==> src/rtl/sisc_pkg.sv <==
// Shared SISC definitions: opcode encodings, IR field positions and fetch FSM states.
package sisc_pkg;

    localparam logic [3:0] OP_NOOP = 4'd0;
    localparam logic [3:0] OP_REG  = 4'd1;
    localparam logic [3:0] OP_LOD  = 4'd2;
    localparam logic [3:0] OP_STR  = 4'd3;
    localparam logic [3:0] OP_BRA  = 4'd4;
    localparam logic [3:0] OP_BRR  = 4'd5;
    localparam logic [3:0] OP_BNE  = 4'd6;
    localparam logic [3:0] OP_BNR  = 4'd7;
    localparam logic [3:0] OP_HLT  = 4'd15;

    localparam int unsigned OPC_MSB = 31;
    localparam int unsigned OPC_LSB = 28;
    localparam int unsigned MM_MSB  = 27;
    localparam int unsigned MM_LSB  = 24;
    localparam int unsigned IMM_MSB = 15;
    localparam int unsigned IMM_LSB = 0;

    typedef enum logic [1:0] {
        FETCH_IDLE = 2'd0,
        FETCH_REQ  = 2'd1,
        FETCH_ERR  = 2'd2
    } fetch_state_t;

endpackage

==> src/rtl/sisc_branch_unit.sv <==
// Combinational branch resolver: decides taken/target for BRA/BRR/BNE/BNR.
module sisc_branch_unit
    import sisc_pkg::*;
#(
    parameter int unsigned AW = 16
) (
    input  logic [3:0]    opcode,
    input  logic [3:0]    mm,
    input  logic [3:0]    stat,
    input  logic [AW-1:0] pc,
    input  logic [15:0]   imm,
    output logic          taken,
    output logic [AW-1:0] target
);

    logic          hit;
    logic [AW-1:0] abs_target;
    logic [31:0]   rel_sum;
    logic [AW-1:0] rel_target;

    assign hit        = |(stat & mm);
    assign abs_target = imm[AW-1:0];
    // Relative target: PC already points past the branch; wraps mod 2^AW.
    assign rel_sum    = {{(32-AW){1'b0}}, pc} + {{16{imm[15]}}, imm};
    assign rel_target = rel_sum[AW-1:0];

    always_comb begin
        taken  = 1'b0;
        target = pc;
        case (opcode)
            OP_BRA: begin taken = hit;  target = abs_target; end
            OP_BRR: begin taken = hit;  target = rel_target; end
            OP_BNE: begin taken = !hit; target = abs_target; end
            OP_BNR: begin taken = !hit; target = rel_target; end
            default: begin taken = 1'b0; target = pc; end
        endcase
    end

endmodule

==> src/rtl/sisc_fetch.sv <==
// SISC instruction fetch unit: owns PC and IR, fetches over a variable-latency
// req/ack handshake with a timeout, and applies branches on controller request.
module sisc_fetch
    import sisc_pkg::*;
#(
    parameter int unsigned AW       = 16,
    parameter int unsigned DW       = 32,
    parameter int unsigned MAX_WAIT = 15
) (
    input  logic          clk,
    input  logic          rst_f,
    input  logic          fetch_go,
    input  logic          br_eval,
    input  logic [3:0]    stat,
    output logic          imem_req,
    output logic [AW-1:0] imem_addr,
    input  logic          imem_ack,
    input  logic [DW-1:0] imem_rdata,
    output logic [DW-1:0] ir,
    output logic [3:0]    opcode,
    output logic [3:0]    mm,
    output logic          ir_valid,
    output logic [AW-1:0] pc,
    output logic          busy,
    output logic          fetch_err
);

    localparam int unsigned    CW        = $clog2(MAX_WAIT + 1);
    localparam logic [CW-1:0]  WAIT_LAST = CW'(MAX_WAIT - 1);

    fetch_state_t  state_q, state_d;
    logic [AW-1:0] pc_q, pc_d;
    logic [DW-1:0] ir_q, ir_d;
    logic          ir_valid_q, ir_valid_d;
    logic          imem_req_q, imem_req_d;
    logic          busy_q, busy_d;
    logic          fetch_err_q, fetch_err_d;
    logic [CW-1:0] wait_q, wait_d;

    logic          br_taken;
    logic [AW-1:0] br_target;

    sisc_branch_unit #(
        .AW (AW)
    ) u_branch (
        .opcode (opcode),
        .mm     (mm),
        .stat   (stat),
        .pc     (pc_q),
        .imm    (ir_q[IMM_MSB:IMM_LSB]),
        .taken  (br_taken),
        .target (br_target)
    );

    always_comb begin
        state_d     = state_q;
        pc_d        = pc_q;
        ir_d        = ir_q;
        ir_valid_d  = ir_valid_q;
        imem_req_d  = imem_req_q;
        busy_d      = busy_q;
        fetch_err_d = fetch_err_q;
        wait_d      = wait_q;
        case (state_q)
            FETCH_IDLE: begin
                // Branch lands in pc_d first so a same-cycle fetch uses the target.
                if (br_eval && ir_valid_q && br_taken) begin
                    pc_d = br_target;
                end
                if (fetch_go) begin
                    state_d    = FETCH_REQ;
                    imem_req_d = 1'b1;
                    busy_d     = 1'b1;
                    ir_valid_d = 1'b0;
                    wait_d     = '0;
                end
            end
            FETCH_REQ: begin
                if (imem_ack) begin
                    ir_d       = imem_rdata;
                    pc_d       = pc_q + AW'(1);
                    ir_valid_d = 1'b1;
                    imem_req_d = 1'b0;
                    busy_d     = 1'b0;
                    wait_d     = '0;
                    state_d    = FETCH_IDLE;
                end else begin
                    wait_d = wait_q + CW'(1);
                    if (wait_q == WAIT_LAST) begin
                        imem_req_d  = 1'b0;
                        fetch_err_d = 1'b1;
                        state_d     = FETCH_ERR;
                    end
                end
            end
            FETCH_ERR: begin
                state_d = FETCH_ERR;
            end
            default: begin
                state_d = FETCH_IDLE;
            end
        endcase
    end

    always_ff @(posedge clk or posedge rst_f) begin
        if (rst_f) begin
            state_q     <= FETCH_IDLE;
            pc_q        <= '0;
            ir_q        <= '0;
            ir_valid_q  <= 1'b0;
            imem_req_q  <= 1'b0;
            busy_q      <= 1'b0;
            fetch_err_q <= 1'b0;
            wait_q      <= '0;
        end else begin
            state_q     <= state_d;
            pc_q        <= pc_d;
            ir_q        <= ir_d;
            ir_valid_q  <= ir_valid_d;
            imem_req_q  <= imem_req_d;
            busy_q      <= busy_d;
            fetch_err_q <= fetch_err_d;
            wait_q      <= wait_d;
        end
    end

    assign imem_req  = imem_req_q;
    assign imem_addr = pc_q;
    assign ir        = ir_q;
    assign opcode    = ir_q[OPC_MSB:OPC_LSB];
    assign mm        = ir_q[MM_MSB:MM_LSB];
    assign ir_valid  = ir_valid_q;
    assign pc        = pc_q;
    assign busy      = busy_q;
    assign fetch_err = fetch_err_q;

endmodule
==> config.mk <==
export PLATFORM = sky130hd
export DESIGN_NAME = sisc_fetch
export DESIGN_NICKNAME = d
export VERILOG_FILES = /design/src/rtl/sisc_pkg.sv /design/src/rtl/sisc_branch_unit.sv /design/src/rtl/sisc_fetch.sv
export SDC_FILE = /design/constraint.sdc
export NUM_CORES = 1
export LEC_CHECK = 0
export CORE_ASPECT_RATIO = 0.75
export CORE_MARGIN = 2
export CORE_UTILIZATION = 48
export CTS_BUF_LIST = sky130_fd_sc_hd__clkbuf_2 sky130_fd_sc_hd__clkbuf_4 sky130_fd_sc_hd__clkbuf_8
export CTS_CLUSTER_DIAMETER = 150
export DETAILED_ROUTE_END_ITERATION = 16
export GPL_TIMING_DRIVEN = 0
export PLACE_DENSITY = 0.94
export SETUP_SLACK_MARGIN = 0.5
export SLEW_MARGIN = 20
export SYNTH_ARGS = -nofsm -noshare
export SYNTH_HDL_FRONTEND = slang
export SYNTH_SLANG_ARGS = --single-unit
==> constraint.sdc <==
create_clock -name clk -period 3.3 [get_ports clk]
set_input_delay 0.825 -clock clk [delete_from_list [all_inputs] [get_ports clk]]
set_output_delay 0.825 -clock clk [all_outputs]
set_load 0.01 [all_outputs]
==> results_dict.tcl <==
set metrics [dict create \
    run_status "complete, no violations" \
    core_area_um2 7398 \
    clockRootBuffer "clkbuf_8" \
    dieHeight_um 79.94 \
    start_util_pct 49.89 \
    drive_gt1_share_pct 18.91 \
    fin_skew_ns 0.01420 \
    start_kind "flip-flop" \
    clock.fmax_mhz 377.0 \
    diodes 0 \
    synth_seq_cells 58 \
    rows 27 \
    yosysTopAreaCell "dfrtp_1" \
    synthFlopType "dfrtp_1" \
    port_buffers 116 \
    p_leak_nw 2.180 \
    relSlewSlack_pct 52.48 \
    fill_cells 526 \
    ant_nets 0 \
    drt-initial-drc-count 339 \
    synth_edf_count 0 \
    final_hold_viol_count 0 \
    wirelength_um 10560 \
    cap_violations 0 \
    worst_slew_pin_slew_ns 0.7129 \
    netlist_top_cells_count "58 x dfrtp_1, 34 x mux2_2, 33 x a21oi_1, 31 x nand2_1, 30 x nor2_1" \
    synth_area_leaders "dfrtp_1 39%, mux2_2 10%, ha_1 6.1%" \
    crit_type "reg2reg" \
    utilization_pct 70.30 \
    yosysWarnings 0 \
    reg2reg_slack_ns 0.65 \
    dr.pass1.iters 5 \
    synthDistinctLibCells 59 \
    grt_max_degree 59 \
    synth_area_um2 3691 \
    ir_drop_uv 483.6 \
    cts.path.max_buffers 2 \
    nNetsFinal 568 \
    rsz0062_at_grt "false" \
    critPathRequiredTime_ns 3.50 \
    multiInputGateArea_um2 1982 \
    yosysMostFrequentCell "dfrtp_1" \
    final-seq-area_um2 1451 \
    grt_pass1_wl_um 17490 \
    finalPower_mw 4.137 \
    yosysSeqAreaShare_pct 39.32 \
    gr-total-overflow 0 \
    arrival_ns 2.85 \
    whs_ns 0.4750 \
    crit_fanout 7 \
    slew_viol_final 0 \
    synth_top_area_share_pct 39.32 \
    synthArstFlopShare_pct 100.0 \
    cts.clk_slew.worst_paths_ns 0.07 \
    avgRoutedWirePerCell_um 17.20 \
    setup_tns_ns 0 \
    die_area_um2 8414 \
    p_per_area_nw_per_um2 795.4 \
    die_x_um 105.3 \
    num_vias 3546 \
    period_share_pct 80.39 \
    gp_congestion 0.9017 \
    synth_area_per_cell_um2 9.688 \
    grtUsageTotal_pct 26.37 \
    cts_buffers 9 \
    htree_levels 3 \
    setup_slack_ns 0.6472 \
    insertion_delay_ns 0.35 \
    synthToLayoutAreaGrowth_pct 40.92 \
    vias_per_cell 5.775 \
    cts_tree "built" \
    synthCells 381 \
    io_pins 117 \
    dp_hpwl_um 7773 \
    period_minus_slack_ns 2.653 \
    grt_pass1_vias 3540 \
    finalSetupViolations 0 \
    dp_slack_ns 0.4410 \
    grt_antenna_before_repair 0 \
    cts_setup_buffers 0 \
    numClockSinks 58 \
    critPathCaptureType "flip-flop" \
    synth_nets 441 \
    hold_path.class "reg2reg" \
    drc_errors 0 \
]
## per-stage QoR
stage	cells	cell area, um2
global placement	598	4979
global route	614	5201
floorplan	381	3691
CTS	614	5185
detailed placement	598	4981
finish	614	5201
## metal layers
metal,part of all wire (%),GRT usage (%),vias to the layer above,routed length [um]
met2,47,43.10,214,4919
li1,-,-,1627,-
met4,0.95,6.000,0,100
met3,10,7.918,12,1096
met1,42,34.62,1693,4444
met5,0,0,-,0
## critical path: stages (launching register included)
cell	delay [ns]
dfrtp_1	0.47
ha_1	0.28
fa_1	0.41
a21o_1	0.21
a21oi_2	0.19
o21bai_2	0.14
a2111oi_2	0.40
nor3_1	0.12
xnor2_1	0.19
a21oi_1	0.10
## worst paths after layout
| path | from | end | cells after the start |
|---|---|---|---|
| max in group asynchronous | rst_f | ir[7]$_DFFE_PP0P_ | 2 |
| hold / removal | fetch_err$_DFFE_PP0P_ | fetch_err$_DFFE_PP0P_ | 1 |
| hold reg to reg | fetch_err$_DFFE_PP0P_ | fetch_err$_DFFE_PP0P_ | 1 |
| setup reg to reg | imem_addr[0]$_DFFE_PP0P_ | imem_addr[8]$_DFFE_PP0P_ | 9 |
| min in group asynchronous | rst_f | ir[19]$_DFFE_PP0P_ | 2 |
| setup / recovery | imem_addr[0]$_DFFE_PP0P_ | imem_addr[8]$_DFFE_PP0P_ | 9 |
## area by class of cell
cell class | instances | area share, %
Buffer | 37 | 4.835
Clock buffer | 10 | 2.646
Clock inverter | 6 | 1.275
Inverter | 6 | 0.4811
Multi-Input combinational cell | 280 | 38.10
Sequential cell | 58 | 27.90
Tap cell | 101 | 2.430
Timing Repair Buffer | 116 | 22.32
## what timing repair did
action                     CTS  global route
hold buffers                 0             0
resized for setup            0             5
setup endpoints to repair    0             2
## registers in the layout, indices dropped and copies added, names as in the netlist
name,cells
wait_q,4
imem_addr,16
fetch_err,1
ir_valid,1
ir,32
busy,1
imem_req,1
state_q,2
## cell usage in the layout (no fill, tap or decap), types with 7 or more instances in the layout
master / instances
a21o_1: 7
a21oi_1: 32
buf_4: 24
clkbuf_8: 10
clkdlybuf4s50_1: 116
dfrtp_1: 58
ha_1: 18
mux2_2: 34
nand2_1: 31
nand3_1: 10
nor2_1: 30
nor3_1: 10
o21ai_0: 21
xnor2_1: 7
## power breakdown
| part | leakage (nW) | internal [mW] | total [mW] | switching [mW] |
|---|---|---|---|---|
| sequential | 0.673 | 0.885 | 1.17 | 0.289 |
| clock | 0.0945 | 0.369 | 0.688 | 0.320 |
| combinational | 1.41 | 1.21 | 2.27 | 1.06 |
## cells by family after synthesis
kind of cell / count (synthesis) / synth area share (%)
AO/OA/AOI/OAI: 102 / 17.70
adder cells (fa/ha/maj): 19 / 6.644
XOR/XNOR: 10 / 2.373
buffers and inverters: 43 / 7.423
AND/OR/NAND/NOR: 110 / 14.81
flip-flops: 58 / 39.32
multiplexers: 39 / 11.73
(Power assumes the default switching activity.)
